--- src/rtl/bcd_time_keeper.sv ---
// bcd_time_keeper: 24 h BCD time-of-day counter with alarm time and set-button handling
module bcd_time_keeper #(
    parameter int          CLK_DIV     = 50000000,
    parameter logic [15:0] ALARM_RESET = 16'h0600
) (
    input  logic        clk,
    input  logic        reset,
    input  logic        set_time,
    input  logic        set_alarm,
    input  logic        inc_hour,
    input  logic        inc_min,
    output logic [15:0] current_time,
    output logic [15:0] alarm_time,
    output logic [7:0]  seconds,
    output logic        one_minute
);
    localparam int PW = $clog2(CLK_DIV);
    localparam logic [PW-1:0] LAST = PW'(CLK_DIV - 1);

    function automatic logic [7:0] inc60(input logic [7:0] v);
        return v == 8'h59 ? 8'h00 : v[3:0] == 4'h9 ? {v[7:4] + 4'h1, 4'h0} : v + 8'h01;
    endfunction

    function automatic logic [7:0] inc24(input logic [7:0] v);
        return v == 8'h23 ? 8'h00 : v[3:0] == 4'h9 ? {v[7:4] + 4'h1, 4'h0} : v + 8'h01;
    endfunction

    logic [PW-1:0] presc_q, presc_d;
    logic [7:0]    sec_q, sec_d;
    logic [15:0]   time_q, time_d, alarm_q, alarm_d;
    logic          one_minute_q, one_minute_d;
    logic          arm_h_q, arm_h_d, arm_m_q, arm_m_d;
    logic          tick, edge_h, edge_m, sec_wrap, min_wrap, alarm_ed;

    // arm_*_q is set only after a button has been seen low, so a press held through reset is ignored
    always_comb begin
        tick         = !set_time && presc_q == LAST;
        edge_h       = inc_hour && arm_h_q;
        edge_m       = inc_min && arm_m_q;
        sec_wrap     = tick && sec_q == 8'h59;
        min_wrap     = sec_wrap && time_q[7:0] == 8'h59;
        alarm_ed     = set_alarm && !set_time;
        presc_d      = (set_time || tick) ? '0 : presc_q + PW'(1);
        sec_d        = set_time ? 8'h00 : tick ? inc60(sec_q) : sec_q;
        time_d       = {(set_time ? edge_h : min_wrap) ? inc24(time_q[15:8]) : time_q[15:8],
                        (set_time ? edge_m : sec_wrap) ? inc60(time_q[7:0]) : time_q[7:0]};
        alarm_d      = {(alarm_ed && edge_h) ? inc24(alarm_q[15:8]) : alarm_q[15:8],
                        (alarm_ed && edge_m) ? inc60(alarm_q[7:0]) : alarm_q[7:0]};
        one_minute_d = sec_wrap;
        arm_h_d      = !inc_hour;
        arm_m_d      = !inc_min;
    end

    always_ff @(posedge clk) begin
        if (reset) begin
            presc_q      <= '0;
            sec_q        <= 8'h00;
            time_q       <= 16'h0000;
            alarm_q      <= ALARM_RESET;
            one_minute_q <= 1'b0;
            arm_h_q      <= 1'b0;
            arm_m_q      <= 1'b0;
        end else begin
            presc_q      <= presc_d;
            sec_q        <= sec_d;
            time_q       <= time_d;
            alarm_q      <= alarm_d;
            one_minute_q <= one_minute_d;
            arm_h_q      <= arm_h_d;
            arm_m_q      <= arm_m_d;
        end
    end

    assign current_time = time_q;
    assign alarm_time   = alarm_q;
    assign seconds      = sec_q;
    assign one_minute   = one_minute_q;
endmodule

--- config.mk ---
export PLATFORM = sky130hd
export DESIGN_NAME = bcd_time_keeper
export DESIGN_NICKNAME = d
export VERILOG_FILES = /design/src/rtl/bcd_time_keeper.sv
export SDC_FILE = /design/constraint.sdc
export NUM_CORES = 1
export LEC_CHECK = 0
export ABC_AREA = 1
export BUFFER_PORTS_ARGS = -buffer_cell sky130_fd_sc_hd__buf_2
export CAP_MARGIN = 15
export CORE_MARGIN = 10
export CORE_UTILIZATION = 35
export DETAILED_ROUTE_END_ITERATION = 7
export GPL_ROUTABILITY_DRIVEN = 0
export PLACE_DENSITY_LB_ADDON = 0.05
export SYNTH_ARGS = -nofsm -noshare
export SYNTH_HDL_FRONTEND = slang
export SYNTH_SLANG_ARGS = --single-unit
--- constraint.sdc ---
create_clock -name clk -period 1.85 [get_ports clk]
set_input_delay 0.185 -clock clk [delete_from_list [all_inputs] [get_ports clk]]
set_output_delay 0.185 -clock clk [all_outputs]
set_load 0.01 [all_outputs]
==> out/metrics.cfg <==
[drt]
wl_per_cell_um=13.0
via_per_inst=4.80
drtIter0Drc=303
postRouteAntennaNets=0
via_count=3940
dr.pass1.iters=4
drc=0
drt_wl_total_um=10700

[synth]
yosysTopAreaCell=dfxtp_1
yosysMostFrequentCell=nand2_1
synth_edf_count=0
synthCells=592
yosys_warnings=0
syn_avg_cell_area_sq_um=6.89
syn_nets=619
ys.flop_type=dfxtp_1
yosysUniqueCellTypes=40
netlist_area_sq_mm=0.00408
async_flop_share_pct=0
yosysTopAreaCellShare_pct=33.8
synth-seq-cells=69
ys_top_cells_by_count=nand2_1, inv_1, dfxtp_1, nor2_1, nand3_1
yosys-top-cells-area=dfxtp_1, nand2_1, inv_1, nand3_1, ha_1
ys_seq_area_share_pct=33.8

[sta]
min_period_over_period_pct=93.5
setup_viol=0
final-hold-violation-count=0
final.min_clock_period_ns=1.73
max_freq_mhz=578
clock-skew-final_ns=0.00559
final_max_slew_viol_count=0
setup_tns_ns=0
tightestPinTransition_ns=0.505
slew_headroom_pct=66.1

[floorplan]
dieArea_sq_mm=0.0164
die_x_um=128
ios=47
core_area_sq_mm=0.0114
row_count=39
start_util_pct=35.7
die_h_um=128

[cts]
cts.clk_slew.worst_paths_ns=0.06
cts.sinks=69
cts_tree=done
clock_latency_ns=0.34
htree_levels=3
cts.path.max_buffers=2
cts_root_buffer=clkbuf_16
numCtsBuffers=9

[finish]
final_nets=700
design_area_sq_mm=0.00507
drive_above_1_share_pct=19.2
instances_no_fill=821
n_antenna_cell=0
area_growth_pct=24.3
fillerInstances=1222

[grt]
grt_first_pass_wirelength_um=18000
grt_max_degree=20
grt_overflow_total=0
first_global_vias=3788
antenna_found_initial=0
grt_use_total_pct=13.3

[worst_setup_path]
cp_slowest_cell=dfxtp_2
cp_max_fo=7
crit_arrival_ns=1.95
critical_path_class=flip-flop to flip-flop
crit_path_cell_trace=ha_4, nand3_4, nor2_1, nand2_1, nor2_4, nand4_4, buf_4, nand3_1, a21oi_2
critPathMaxStageDelay_ns=0.36
cp.required_ns=2.07
end_kind=flip-flop
worstSetupStartpointType=flip-flop

[power]
p_leak_nw=2.24
ir_worst_vdd_v=0.000486
power.density_mw_per_mm2=721

[placed_design]
port_buffers=46
dpl_cell_area_sq_mm=0.00465
hpwl_um=8270
placedCellCount=801

[job]
cap_violations=0

[status]
status=completed

[hold_path]
hp-class=input pin to flip-flop

==> final cells by class <==
type                       instances  area, sq um  share of cell area, %
clock inverter                     6          110                   2.17
multi-input combinational        439         2410                   47.5
clock buffer                      10          239                   4.71
tap                              143          179                   3.53
inverter                          80          300                   5.92
timing repair buffer              74          453                   8.93
sequential                        69         1380                   27.3
==> final timing paths <==
check | start | to | slack (ns) | cells after the start
setup / recovery | presc_q[0]$_SDFF_PP0_ | current_time[11]$_SDFFE_PP0P_ | 0.12 | 9
hold / removal | inc_hour | arm_h_q$_SDFF_PP0_ | 0.03 | 2
setup reg to reg | presc_q[0]$_SDFF_PP0_ | current_time[11]$_SDFFE_PP0P_ | 0.12 | 9
hold reg to reg | presc_q[0]$_SDFF_PP0_ | presc_q[0]$_SDFF_PP0_ | 0.45 | 1
==> repair_timing <==
action / in CTS / in global routing
setup endpoints to repair: 0 / 21
gates resized for setup: 0 / 10
setup buffers: 0 / 3
hold buffers: 0 / 0
endpoints found under the hold margin: 0 / 0
==> power by group <==
part | total [mW] | internal (mW) | switching (mW)
Combinational | 0.129 | 0.0466 | 0.0821
Clock | 2.02 | 1.35 | 0.668
Sequential | 1.51 | 1.50 | 0.0120
Total | 3.66 | 2.89 | 0.762
==> metal layers <==
| metal | share of wire, % | up-vias | wire length (um) | global-route usage [%] |
|---|---|---|---|---|
| li1 | - | 2088 | - | - |
| met1 | 49 | 1781 | 5240 | 16.7 |
| met2 | 46 | 59 | 4890 | 21.1 |
| met3 | 3.7 | 12 | 393 | 3.68 |
| met4 | 1.4 | 0 | 146 | 4.83 |
| met5 | 0 | - | 0 | 0 |
==> flip-flops by register name, indices dropped and copies added, names as in the netlist <==
signal	cells
alarm_time	16
seconds	8
current_time	16
one_minute	1
presc_q	26
arm_m_q	1
arm_h_q	1
==> critical path, delay by kind of cell (launching register included) <==
kind	cells	cell delay (ns)
and+or+nand+nor	6	0.81
DFF	1	0.36
buffers and inverters	1	0.21
adders and majority gates	1	0.16
AOI/OAI and AO/OA	1	0.07
==> kinds of logic (layout without fill, tap and decap cells) <==
logic type	after synthesis	count (layout)	synth area share (%)
simple gates	324	325	36.9
flops	69	69	33.8
xor+xnor	22	22	4.72
buf+inv	85	170	8.43
fa+ha+maj	21	21	6.44
compound gates	71	71	9.63
==> cell usage in the layout (no fill, tap or decap), types with 2 or more instances in the layout <==
cell type,instances
a211oi_1,3
a21oi_1,39
a21oi_2,6
and3_1,2
buf_2,46
buf_4,27
bufinv_16,3
clkbuf_16,9
clkinvlp_4,2
dfxtp_1,67
dfxtp_2,2
ha_1,20
inv_1,76
inv_2,4
nand2_1,130
nand2_2,9
nand2_4,2
nand3_1,53
nand3_4,2
nand4_1,12
nor2_1,69
nor2_2,4
nor2_4,4
nor3_1,22
nor3b_1,4
nor4_1,4
o21ai_0,17
o21ai_1,2
xnor2_1,4
xor2_1,18
==> per-stage QoR <==
step / power [mW] / worst slack, ns / util (%) / hold slack [ns]
2_1_floorplan: 1.62 / 0.173 / - / 0.257
3_3_place_gp: 1.67 / 0.133 / 40.7 / 0.389
3_5_place_dp: 1.67 / 0.0944 / 40.7 / 0.380
4_1_cts: 3.73 / 0.0920 / 43.8 / 0.0117
5_1_grt: 3.81 / -0.00644 / 44.4 / 0.0381
6_report: 3.66 / 0.121 / 44.4 / 0.0292
(Power assumes the default switching activity.)
